**config.mk**
```make
export PLATFORM = sky130hd
export DESIGN_NAME = vga_pixel_path
export DESIGN_NICKNAME = d
export VERILOG_FILES = /design/src/rtl/vga_pixel_path.sv
export SDC_FILE = /design/constraint.sdc
export NUM_CORES = 1
export LEC_CHECK = 0
export ABC_CLOCK_PERIOD_IN_PS = 2400
export CAP_MARGIN = 20
export CORE_MARGIN = 2
export CORE_UTILIZATION = 53
export CTS_CLUSTER_SIZE = 20
export DETAILED_ROUTE_END_ITERATION = 12
export DONT_BUFFER_PORTS = 1
export PLACE_DENSITY = 0.68
export RECOVER_POWER = 25
export SKIP_LAST_GASP = 1
export SLEW_MARGIN = 10
export SYNTH_ARGS = -nofsm -noshare
export SYNTH_HDL_FRONTEND = slang
export SYNTH_SLANG_ARGS = --single-unit
```
**constraint.sdc**
```tcl
create_clock -name clk -period 2.4 [get_ports clk]
set_clock_uncertainty 0.05 [all_clocks]
set_input_delay 0.12 -clock clk [delete_from_list [all_inputs] [get_ports clk]]
set_output_delay 0.12 -clock clk [all_outputs]
set_load 0.05 [all_outputs]
```
**src/rtl/vga_pixel_path.sv**
```systemverilog
// vga_pixel_path: fetches packed RGB332 pixels and re-times VGA syncs to match.
// Optional 8-bar test pattern input: define VGA_PIXEL_PATH_TESTPAT_EN.
module vga_pixel_path #(
    parameter int   MEM_LAT     = 2,
    parameter int   ADDR_W      = 16,
    parameter int   FB_WORDS    = 38400,
    parameter logic SYNC_ACTIVE = 1'b0
) (
    input  logic              clk,
    input  logic              rst,
    input  logic              H_SYNC_IN,
    input  logic              V_SYNC_IN,
    input  logic              DE_IN,
`ifdef VGA_PIXEL_PATH_TESTPAT_EN
    input  logic              TESTPAT,
`endif
    output logic [ADDR_W-1:0] MEM_ADDR,
    output logic              MEM_RD,
    input  logic [15:0]       MEM_DATA,
    output logic [2:0]        RED,
    output logic [2:0]        GRN,
    output logic [1:0]        BLU,
    output logic              H_SYNC,
    output logic              V_SYNC,
    output logic              DE_OUT
);

    localparam logic [ADDR_W-1:0] LAST = ADDR_W'(FB_WORDS - 1);

    logic              parity;
    logic [ADDR_W-1:0] addr_ctr;
    logic [MEM_LAT:0]  de_d;
    logic [MEM_LAT:0]  hs_d;
    logic [MEM_LAT:0]  vs_d;
    logic [MEM_LAT:0]  par_d;
    logic [7:0]        hold_hi;
    logic [7:0]        pix;
    logic              vs_act;
    logic              issue;
    logic              de_l;
    logic              par_l;

    assign vs_act = (V_SYNC_IN == SYNC_ACTIVE);
    assign issue  = DE_IN && !parity;
    assign de_l   = de_d[MEM_LAT];
    assign par_l  = par_d[MEM_LAT];

    // Pixel parity, frame address counter and one read per even pixel.
    // A read during vsync (malformed timing) goes to the cleared address 0.
    always_ff @(posedge clk) begin
        if (rst) begin
            parity   <= 1'b0;
            addr_ctr <= '0;
            MEM_RD   <= 1'b0;
            MEM_ADDR <= '0;
        end else begin
            parity <= DE_IN ? ~parity : 1'b0;
            MEM_RD <= issue;
            if (issue) begin
                MEM_ADDR <= vs_act ? '0 : addr_ctr;
            end
            if (vs_act) begin
                addr_ctr <= '0;
            end else if (issue) begin
                addr_ctr <= (addr_ctr == LAST) ? '0 : addr_ctr + ADDR_W'(1);
            end
        end
    end

    // Sideband delay line; the output registers form its final stage.
    always_ff @(posedge clk) begin
        if (rst) begin
            de_d  <= '0;
            par_d <= '0;
            hs_d  <= {(MEM_LAT + 1){~SYNC_ACTIVE}};
            vs_d  <= {(MEM_LAT + 1){~SYNC_ACTIVE}};
        end else begin
            de_d  <= {de_d[MEM_LAT-1:0], DE_IN};
            par_d <= {par_d[MEM_LAT-1:0], parity};
            hs_d  <= {hs_d[MEM_LAT-1:0], H_SYNC_IN};
            vs_d  <= {vs_d[MEM_LAT-1:0], V_SYNC_IN};
        end
    end

    // Keep the odd pixel of the word arriving alongside an even pixel.
    always_ff @(posedge clk) begin
        if (de_l && !par_l) begin
            hold_hi <= MEM_DATA[15:8];
        end
    end

`ifdef VGA_PIXEL_PATH_TESTPAT_EN
    logic [6:0] pix_idx;
    logic [2:0] bar;

    assign bar = pix_idx[6:4];

    // Pixel index within the current output line, for the bar pattern.
    always_ff @(posedge clk) begin
        if (rst) begin
            pix_idx <= '0;
        end else if (de_l) begin
            pix_idx <= pix_idx + 7'd1;
        end else begin
            pix_idx <= '0;
        end
    end
`endif

    // Even pixel comes straight off the bus, odd pixel from the held word.
    always_comb begin
        pix = par_l ? hold_hi : MEM_DATA[7:0];
`ifdef VGA_PIXEL_PATH_TESTPAT_EN
        if (TESTPAT) begin
            pix = {bar[1:0], bar, bar};
        end
`endif
    end

    // Output stage: colour with blanking, plus the re-timed syncs.
    always_ff @(posedge clk) begin
        if (rst) begin
            RED    <= '0;
            GRN    <= '0;
            BLU    <= '0;
            DE_OUT <= 1'b0;
            H_SYNC <= ~SYNC_ACTIVE;
            V_SYNC <= ~SYNC_ACTIVE;
        end else begin
            RED    <= de_l ? pix[7:5] : '0;
            GRN    <= de_l ? pix[4:2] : '0;
            BLU    <= de_l ? pix[1:0] : '0;
            DE_OUT <= de_l;
            H_SYNC <= hs_d[MEM_LAT];
            V_SYNC <= vs_d[MEM_LAT];
        end
    end

endmodule

```
Word level (Yosys, flattened, before mapping)
Cells that the tools add are included. W data, S select, Z words.

Register bits after elaboration: 65. Word-level logic and storage cells: 31. Input bits: 21. Output and inout bits: 28.

Equal/unequal tests: 1. Bitwise gates (word level): 4. $add $sub $neg: 1. Muxes and demuxes: 3. Reductions and logical operators: 7.

Operators with widths (count): $mux W16 (2); $add A16 B1 Y16 const B (1); $eq A16 B16 Y1 const B (1); $mux W8 (1); $reduce_or A2 Y1 (3); $not A1 Y1 (4); $logic_and A1 B1 Y1 (2); $logic_not A1 Y1 (2).

Longest topological paths before layout
Gate-level depths: netlist (run 1).

Depth in word-level cells: 2. Mapped depth: 6. Depth with buffers taken out: 5.

Worst setup path before layout (run 1)
OpenSTA, ideal clock, no wires.

Kind: flip-flop to flip-flop. Start point: register addr_ctr[4]. End point: register addr_ctr[15]. Setup slack: 0.709 ns. Stages on the path, launching flop included: 6. Period minus slack after synthesis: 1.691 ns. Library setup time: 0.070 ns. Buffers on the path: 1. Required time: 2.280 ns. Arrival time: 1.571 ns. Cell sequence: dfxtp_1 clkbuf_2 nand4_4 or3_1 or4_1 a21oi_1.

Cells in the longest elaborated chain, start to end: 2. Elaborated cells on any way between the ends: 3. Classes of those cells: add/sub (1); eq/ne (1); mux (1).

Ends and longest elaborated chain: start, declared (RTL line 31) `logic [ADDR_W-1:0] addr_ctr;`; start signal, assigned (RTL line 65) `addr_ctr <= (addr_ctr == LAST) ? '0 : addr_ctr + ADDR_W'(1);`; $add A16 B1 Y16 / $eq A16 B16 Y1 (equally long branches) (RTL line 65); $mux W16 * (RTL line 65).

Every way passes the cells marked *; elsewhere a longest branch is shown, timed or not. A chain may end at the register's enable or synchronous reset.

Final worst setup path (run 1)
Start point: register parity. End point: register MEM_ADDR[8].

Cells in the longest elaborated chain, start to end: 2.

Ends and longest elaborated chain: start, declared (RTL line 30) `logic parity;`; start signal, assigned (RTL line 57) `parity <= DE_IN ? ~parity : 1'b0;`; $logic_not A1 Y1 (RTL line 44) `assign issue = DE_IN && !parity;`; $logic_and A1 B1 Y1 (RTL line 44); end signal, assigned (RTL line 60) `MEM_ADDR <= vs_act ? '0 : addr_ctr;`; end, declared (RTL line 17) `output logic [ADDR_W-1:0] MEM_ADDR,`.

No other way between the ends.

==> impl_metrics.csv, run 1 <==
group,metric,value,unit
finish,nets,278,
synthesis,synth-main-ff-cell,"dfxtp_1",
grt,grt_overflow,0,
synthesis,ys_seq_area_share,58.5,%
finish,antenna_cells,0,
synthesis,syn_area,2360,sq um
synthesis,synthArstFlopShare,0,%
hold_path,hold_class,"in2reg",
timing,rsz0062_at_grt,"false",
timing,timing.setup.tns,0,ns
grt,grt_pass1_vias,1599,
drt,wl_met2,2.34,mm
pwr,seqPwrFrac,53.7,%
cts,cts-root-buf,"clkbuf_8",
cts,post_cts.repair.setup_buffers,0,
drt,ant_nets,0,
floorplan,die_area,5000,sq um
floorplan,initial_core_util,54.6,%
cts,cts_buffers,9,
synthesis,syn-num-nets,259,
timing,hold_ws,0.0474,ns
synthesis,postSynthCellCount,237,
finish,syn2layout_area_growth,17.8,%
cts,cts_resized,0,
cts,clk_path_buf_depth,2,
timing,setup_violations,0,
timing,worstMarginPinSlew,0.672,ns
drt,drtPass1Iterations,4,
critical_path,startpoint_type,"flip-flop",
drt,met3_length,178,microns
pwr,p_switching,0.449,mW
critical_path,cp_cell_sequence,"nand2b_1 -> buf_4 -> nand2_1 -> a21oi_1 -> dlygate4sd3_1",
critical_path,r2r_start,"parity$_SDFF_PP0_",
synthesis,synth_top_area_share,48.3,%
timing,fin_crit,1.84,ns
critical_path,path_class,"reg2reg",
floorplan,pin_count,49,
placement,place.port_buffers,0,
synthesis,synth_cell_type_count,35,
grt,grt_pass1_wl,7.64,mm
synthesis,ys_ff_latch,65,
pwr,fin_total_pwr,2.11,mW
synthesis,ys_top_cells_by_area,"dfxtp_1 (48%), edfxtp_1 (10%), nand3_1 (4.2%)",
finish,final_cell_mix,"dfxtp_1 (57), nor2_1 (25), nand2_1 (24), dlygate4sd3_1 (21), nand3_1 (20)",
timing,max_freq,0.544,GHz
pwr,comb_power_share,4.1,%
grt,grt_use_total,19.6,%
timing,fin_crit_sh,76.6,%
drt,wl,4.55,mm
finish,layout-drive-gt1-share,9.96,%
job,drv_cap,0,
critical_path,endpoint_kind,"flip-flop",
cts,cts_htree_levels,3,
drt,drc,0,
critical_path,rr_worst_depth,5,
pwr,sw_frac_of_total,21.3,%
floorplan,die_w,70.7,microns
synthesis,yosysWarningCount,0,
critical_path,worst-path-max-fanout,20,
grt,antenna_found_initial,0,
floorplan,placementRows,24,
finish,finish.utilization,64.3,%
placement,gp_congestion,0.840,
critical_path,slowest_stage,"dlygate4sd3_1",
pwr,powerDensity,759,nW/um^2
drt,vias,1669,
grt,grt_max_degree,34,
finish,final_common_cell,"dfxtp_1",
timing,maxSlewViolCount,0,
critical_path,cp.required,2.62,ns
critical_path,reg2reg_slack,0.56,ns
critical_path,worstReg2RegEnd,"MEM_ADDR[8]$_SDFFE_PP0P_",
cts,numClockSinks,65,
floorplan,die_h,70.7,microns
synthesis,yosys.area.top_type,"dfxtp_1",
floorplan,coreArea,4320,sq um
pwr,ir_drop,440,uV
critical_path,cp-endpoint,"MEM_ADDR[8]$_SDFFE_PP0P_",
placement,dp_hpwl,2.70,mm
drt,highest_layer,"met4",
drt,wl_per_cell,14.5,microns
cts,path_clk_slew,0.07,ns
critical_path,cp_slowest_stage_delay,0.55,ns
drt,drt_first_iter_violations,67,
pwr,p_int,1.66,mW
timing,final_hold_viol_count,0,
timing,slew_headroom,55.0,%
critical_path,crit_path_start,"parity$_SDFF_PP0_",
drt,routed_via_density,5.33,
critical_path,crit_arrival,2.06,ns
pwr,pwr-share-clk,42.2,%
drt,wl_met1,1.97,mm
cts,clk_latency,0.32,ns
cts,cts_tree,"done",
synthesis,synth_edf_count,8,
status,outcome,"complete, no violations",
pwr,p_leak,0.938,nW
synthesis,avgSynthCellArea,9.96,sq um
-- how the worst min path moves through the flow --
| stage | startpoint | to | slack [ns] | depth (start not counted) |
|---|---|---|---|---|
| 2_1_floorplan | rst | de_d[2]$_SDFF_PP0_ | 0.14 | 1 |
| 3_3_place_gp | rst | MEM_ADDR[0]$_SDFFE_PP0P_ | 0.14 | 1 |
| 3_5_place_dp | rst | MEM_ADDR[3]$_SDFFE_PP0P_ | 0.15 | 1 |
| 4_1_cts | DE_IN | addr_ctr[2]$_SDFFE_PP0P_ | 0.04 | 3 |
| 5_1_grt | DE_IN | addr_ctr[2]$_SDFFE_PP0P_ | 0.09 | 3 |
| 6_report | DE_IN | addr_ctr[2]$_SDFFE_PP0P_ | 0.05 | 3 |
-- stage by stage --
step                instances  worst slack, ns  area [sq um]
floorplan                 237            0.709          2360
global placement          275            0.642          2370
detailed placement        275            0.600          2370
CTS                       312            0.466          2770
global route              313            0.411          2780
finish                    313            0.561          2780
-- critical path: cells and delay by family (launching register included) --
kind	cells	cell delay (ns)
buffers and inverters	2	0.85
flip-flops	1	0.40
AND/OR/NAND/NOR	2	0.35
AO/OA/AOI/OAI	1	0.13
-- synth_stat cells (all sizes together) (3+ instances only) --
cell / n
dfxtp: 57
nor2: 25
nand2: 24
nand3: 20
a21oi: 19
clkbuf: 11
xnor2: 10
edfxtp: 8
mux2i: 8
nor2b: 8
or2: 8
buf: 5
nor4: 5
nand4: 4
nand2b: 3
nor3: 3
xor2: 3
-- power groups by stage --
stage | logic [mW] | clock network, mW | registers (mW)
6_report | 0.0866 | 0.891 | 1.13
5_1_grt | 0.0950 | 0.956 | 1.13
4_1_cts | 0.0830 | 0.908 | 1.13
3_5_place_dp | 0.0443 | 0 | 1.16
3_3_place_gp | 0.0442 | 0 | 1.16
2_1_floorplan | 0.0461 | 0 | 1.16
-- routing by layer --
layer	vias to the layer above	GRT usage, %
met1	786	23.5
met5	-	0
met4	0	8.81
met3	6	4.84
met2	37	33.2
li1	840	-
-- repair_timing --
| item | in CTS | in global routing |
|---|---|---|
| hold endpoints to repair | 50 | 0 |
| hold buffers | 21 | 0 |
| endpoints found under the setup margin | 0 | 0 |
-- kinds of logic (layout without fill, tap and decap cells) --
logic type / Yosys count / count (layout) / share of synthesized area [%]
and+or+nand+nor: 109 / 109 / 23.9
DFF: 65 / 65 / 58.5
AOI/OAI and AO/OA: 23 / 23 / 5.41
buffers and inverters: 18 / 42 / 3.44
xor gates and xnor gates: 13 / 13 / 4.82
muxes: 8 / 8 / 3.39
adders and majority gates: 1 / 1 / 0.530
-- final cells by class --
| class | instances | area [sq um] |
|---|---|---|
| Clock buffer | 13 | 149 |
| Clock inverter | 3 | 40.0 |
| Fill cell | 378 | 1540 |
| Inverter | 2 | 7.51 |
| Multi-Input combinational cell | 154 | 898 |
| Sequential cell | 65 | 1380 |
| Tap cell | 52 | 65.1 |
| Timing Repair Buffer | 24 | 240 |
-- sequential cells by signal, summed over array words and instances (netlist names), 2 cells and up --
signal    flops
BLU           2
GRN           3
MEM_ADDR     16
RED           3
addr_ctr     16
de_d          3
hold_hi       8
hs_d          3
par_d         3
vs_d          3
Note: power is estimated with default switching activity, not from simulation.
==> run 2, diff against run 1 <==
Settings changed: ABC_AREA from default to 1, ABC_CLOCK_PERIOD_IN_PS 2400 to 1800.
Clock period 2.4 ns to 1.8 ns, I/O delays scaled along.
==> impl_metrics.csv, run 2 <==
group,metric,value,unit
finish,syn2layout_area_growth,18.8,%
cts,cts_resized,0,
placement,post-place-ws,0.357,ns
critical_path,crit_arrival,1.71,ns
cts,cts_htree_levels,3,
critical_path,cp.required,1.95,ns
synthesis,yosys.area.top_type,"dfxtp_1",
placement,post-place-cells,349,
grt,grt_pass1_vias,1670,
floorplan,placementRows,24,
floorplan,die_h,72.0,microns
finish,final_common_cell,"nand2_1",
finish,reg.largest.list,"MEM_ADDR (16), addr_ctr (16), hold_hi (8)",
timing,rsz0062_at_grt,"false",
floorplan,pin_count,49,
placement,dp_hpwl,3.03,mm
synthesis,synth_edf_count,8,
finish,nets,350,
critical_path,worst-path-max-fanout,18,
timing,hold_ws,0.330,ns
timing,max_freq,0.640,GHz
cts,numClockSinks,65,
cts,path_clk_slew,0.07,ns
finish,regArea,1380,sq um
synthesis,postSynthCellCount,296,
status,outcome,"complete, no violations",
cts,cts_buffers,9,
drt,ant_nets,0,
placement,place.port_buffers,0,
finish,nFillCells,357,
synthesis,ys_top_cells_by_area,"dfxtp_1 (47%), nand2_1 (11%), edfxtp_1 (9.8%)",
finish,final_cell_mix,"nand2_1 (69), dfxtp_1 (57), nor2_1 (48), a21oi_1 (27), inv_1 (24)",
floorplan,initial_core_util,55.4,%
critical_path,startpoint_type,"input port",
synthesis,avgSynthCellArea,8.27,sq um
job,drv_cap,0,
finish,multi_input_area,916,sq um
floorplan,die_w,72.0,microns
cts,cts_tree,"done",
synthesis,syn-num-nets,318,
drt,drc,0,
finish,layout-drive-gt1-share,13.5,%
grt,antenna_found_initial,0,
synthesis,synthArstFlopShare,0,%
finish,fin_cells,385,
floorplan,die_area,5180,sq um
pwr,ir_drop,582,uV
critical_path,endpoint_kind,"flip-flop",
synthesis,synth_cell_type_count,25,
timing,setup_violations,0,
cts,clk_latency,0.33,ns
drt,drt_first_iter_violations,125,
synthesis,yosysWarningCount,0,
synthesis,synth_top_area_share,46.6,%
timing,fin_crit_sh,86.9,%
synthesis,syn_area,2450,sq um
critical_path,path_class,"in2reg",
drt,drtPass1Iterations,4,
grt,grt_max_degree,21,
timing,timing.setup.tns,0,ns
grt,grt_overflow,0,
pwr,p_leak,1.12,nW
pwr,powerDensity,1010,nW/um^2
finish,antenna_cells,0,
synthesis,synth-main-ff-cell,"dfxtp_1",
drt,vias,1879,
synthesis,netlist_top_cells_count,"nand2_1 (69), dfxtp_1 (57), nor2_1 (48), a21oi_1 (27), inv_1 (24)",
synthesis,ys_seq_area_share,56.4,%
drt,wl,4.52,mm
timing,setup_ws,0.237,ns
timing,final_hold_viol_count,0,
synthesis,ys_ff_latch,65,
cts,clk_path_buf_depth,2,
cts,cts-root-buf,"clkbuf_8",
floorplan,coreArea,4410,sq um
drt,wl_per_cell,11.8,microns
synthesis,synth_most_common_cell,"nand2_1",
grt,grt_use_total,19.4,%
timing,worstMarginPinSlew,0.666,ns
grt,grt_pass1_wl,7.60,mm
timing,slew_headroom,55.6,%
hold_path,hold_class,"in2reg",
drt,routed_via_density,4.88,
timing,fin_crit,1.56,ns
placement,gp_congestion,0.872,
cts,post_cts.repair.setup_buffers,0,
timing,maxSlewViolCount,0,
-- run 2: changes by cell type after synthesis, moves of 10 or more --
cell / delta
nand3_1: -12
nor2_1: +23
inv_1: +22
xnor2_1: -10
nand2_1: +45
-- run 2: cells by family (layout without fill, tap and decap cells) --
logic type,after synthesis,after routing,synth area share (%)
DFF,65,65,56.4
xor gates and xnor gates,4,4,1.43
and+or+nand+nor,155,155,28.4
AOI/OAI and AO/OA,34,34,7.06
buffers and inverters,37,74,6.13
adders and majority gates,1,1,0.511
-- run 2: worst max-delay path, cell delays in order --
cell and delay, ns:
dlygate4sd3_1 0.90, inv_1 0.15, nand2_1 0.43, a21oi_1 0.14
-- run 2: final timing paths --
kind                                                from                        end  slack (ns)  cells past startpoint
worst max-delay path                                 rst   MEM_ADDR[5]$_SDFFE_PP0P_        0.24                      4
worst min-delay path                        MEM_DATA[13]       hold_hi[5]$_DFFE_PP_        0.33                      1
worst max register to register  addr_ctr[1]$_SDFFE_PP0P_  addr_ctr[11]$_SDFFE_PP0P_        0.37                      8
worst min register to register        de_d[0]$_SDFF_PP0_         de_d[1]$_SDFF_PP0_        0.35                      2
-- run 2: report_power, final --
group	switching (mW)	internal, mW	total (mW)
Clock	0.510	0.669	1.18
Combinational	0.110	0.0654	0.176
Sequential	0.0774	1.51	1.59
-- run 2: through the flow --
step	total power [mW]	cell area (sq um)	util, %
6_report	2.94	2910	65.8
5_1_grt	3.08	2910	65.8
4_1_cts	2.98	2930	66.4
3_5_place_dp	1.76	2540	57.5
3_3_place_gp	1.76	2540	57.5
2_1_floorplan	1.73	2450	-
-- run 2: final cells by class --
| type | count | share of cell area, % |
|---|---|---|
| Timing Repair Buffer | 29 | 8.44 |
| Clock buffer | 12 | 4.99 |
| Tap cell | 52 | 2.24 |
| Clock inverter | 4 | 1.51 |
| Inverter | 29 | 3.79 |
| Sequential cell | 65 | 47.5 |
| Multi-Input combinational cell | 194 | 31.5 |
-- run 2: repair_timing --
action,4_1_cts,5_1_grt
hold endpoints to repair,39,0
setup endpoints to repair,0,0
hold buffers,20,0
-- run 2: routing by layer --
layer / wire length, microns / global-route usage [%] / vias up
met2: 2060 / 29.2 / 54
met1: 2070 / 24.5 / 823
met4: 99 / 10.5 / 0
li1: - / - / 992
met3: 292 / 6.94 / 10
met5: 0 / 0 / -
==> run 3, diff against run 2 <==
Settings changed: CORE_MARGIN 2 to 4, PLACE_DENSITY 0.68 to default, PLACE_DENSITY_LB_ADDON from default to 0.25.
==> impl_metrics.csv, run 3 (synthesis gave the netlist of run 2 again) <==
group,metric,value,unit
critical_path,r2r_start,"addr_ctr[1]$_SDFFE_PP0P_",
finish,reg.largest.list,"MEM_ADDR (16), addr_ctr (16), hold_hi (8)",
floorplan,die_area,5770,sq um
finish,final_area,2940,sq um
finish,final_cell_mix,"nand2_1 (69), dfxtp_1 (57), nor2_1 (48), a21oi_1 (27), inv_1 (24)",
hold_path,min_path_cells,1,
cts,clk_path_buf_depth,2,
timing,fin_crit,1.62,ns
cts,cts_tree,"done",
grt,antenna_found_initial,0,
drt,routed_via_density,4.86,
timing,setup_ws,0.178,ns
pwr,pwr-share-clk,43.8,%
status,outcome,"complete, no violations",
floorplan,pin_count,49,
cts,path_clk_slew,0.07,ns
pwr,p_leak,1.13,nW
critical_path,path_class,"in2reg",
critical_path,cp_slowest_stage_delay,0.92,ns
timing,rsz0062_at_grt,"false",
floorplan,die_w,76.0,microns
critical_path,crit_path_start,"rst",
timing,final_hold_viol_count,0,
cts,cts_htree_levels,3,
finish,syn2layout_area_growth,20.2,%
cts,cts_buffers,9,
cts,numClockSinks,65,
critical_path,worst-path-max-fanout,18,
grt,grt_pass1_vias,1774,
critical_path,endpoint_kind,"flip-flop",
drt,wl_per_cell,12.4,microns
finish,final_common_cell,"nand2_1",
finish,finish.utilization,66.7,%
hold_path,hold_class,"in2reg",
timing,setup_violations,0,
finish,antenna_cells,0,
timing,max_freq,0.617,GHz
pwr,comb_power_share,5.6,%
cts,post_cts.repair.setup_buffers,0,
drt,vias,1872,
timing,slew_headroom,55.4,%
grt,grt_max_degree,21,
pwr,powerDensity,1070,nW/um^2
floorplan,die_h,76.0,microns
grt,grt_overflow,0,
drt,ant_nets,0,
critical_path,startpoint_type,"input port",
pwr,seqPwrFrac,50.6,%
drt,wl,4.79,mm
critical_path,cp_cell_sequence,"dlygate4sd3_1 -> inv_1 -> nand2_1 -> a21oi_1",
floorplan,coreArea,4410,sq um
timing,maxSlewViolCount,0,
timing,timing.setup.tns,0,ns
critical_path,cp.depth,4,
hold_path,min_from,"MEM_DATA[10]",
critical_path,slowest_stage,"dlygate4sd3_1",
finish,nets,350,
pwr,p_int,2.43,mW
placement,dp_hpwl,3.20,mm
placement,place.port_buffers,0,
finish,nFillCells,363,
pwr,fin_total_pwr,3.14,mW
finish,layout-drive-gt1-share,13.2,%
timing,worstMarginPinSlew,0.669,ns
pwr,sw_frac_of_total,22.4,%
critical_path,crit_family,"buffers and inverters",
finish,regArea,1380,sq um
drt,drc,0,
timing,fin_crit_sh,90.1,%
placement,post-place-ws,0.356,ns
grt,grt_use_total,17.9,%
job,drv_cap,0,
cts,cts-root-buf,"clkbuf_8",
pwr,ir_drop,715,uV
cts,clk_latency,0.33,ns
critical_path,crit_buf_inv,2,
critical_path,cp.required,1.95,ns
drt,drt_first_iter_violations,111,
critical_path,rr_worst_depth,8,
finish,multi_input_area,916,sq um
drt,drtPass1Iterations,4,
placement,placed_area,2530,sq um
floorplan,placementRows,24,
grt,grt_pass1_wl,8.18,mm
critical_path,crit_arrival,1.77,ns
pwr,p_switching,0.704,mW
placement,gp_congestion,0.866,
floorplan,initial_core_util,55.4,%
[run 3: changes by cell type in the layout (fill, tap and decap cells not counted), sizes merged]
| cell | change |
|---|---|
| clkinv | -3 |
| clkbuf | +2 |
| buf | -1 |
| bufinv | +1 |
| dlygate4sd3 | +1 |
[run 3: what timing repair did]
| action | in CTS | in global routing |
|---|---|---|
| endpoints found under the hold margin | 39 | 0 |
| gates resized for setup | 0 | 0 |
| hold buffers | 21 | 0 |
[run 3: final cells by class]
class                   instances  share of cell area, %
well taps                      52                   2.21
flip-flops and latches         65                   46.9
clock inverters                 2                   2.04
repair buffers                 29                   8.42
multi-input cells             194                   31.1
inverters                      29                   3.74
clock buffers                  14                   5.53
[run 3: stage by stage]
step | hold slack (ns) | std cells
floorplan | 0.139 | 296
finish | 0.340 | 385
detailed placement | 0.116 | 348
CTS | 0.321 | 385
global placement | 0.115 | 348
global route | 0.313 | 385
[run 3: path summary, 6_finish.rpt]
check | endpoint | slack [ns]
setup / recovery | MEM_ADDR[2]$_SDFFE_PP0P_ | 0.18
hold / removal | hold_hi[2]$_DFFE_PP_ | 0.34
setup reg to reg | addr_ctr[13]$_SDFFE_PP0P_ | 0.35
hold reg to reg | par_d[1]$_SDFF_PP0_ | 0.35
[run 3: power by group through the flow]
stage	sequential, mW	clock, mW	combinational, mW
floorplan	1.64	0	0.0850
global placement	1.62	0	0.138
detailed placement	1.62	0	0.141
CTS	1.59	1.41	0.184
global route	1.59	1.48	0.196
finish	1.59	1.37	0.176
[run 3: per-layer routing]
metal	track usage [%]	part of all wire (%)	vias up
li1	-	-	984
met1	21.4	45	830
met2	28.0	47	49
met3	6.64	5.9	9
met4	8.72	2.0	0
met5	0	0	-
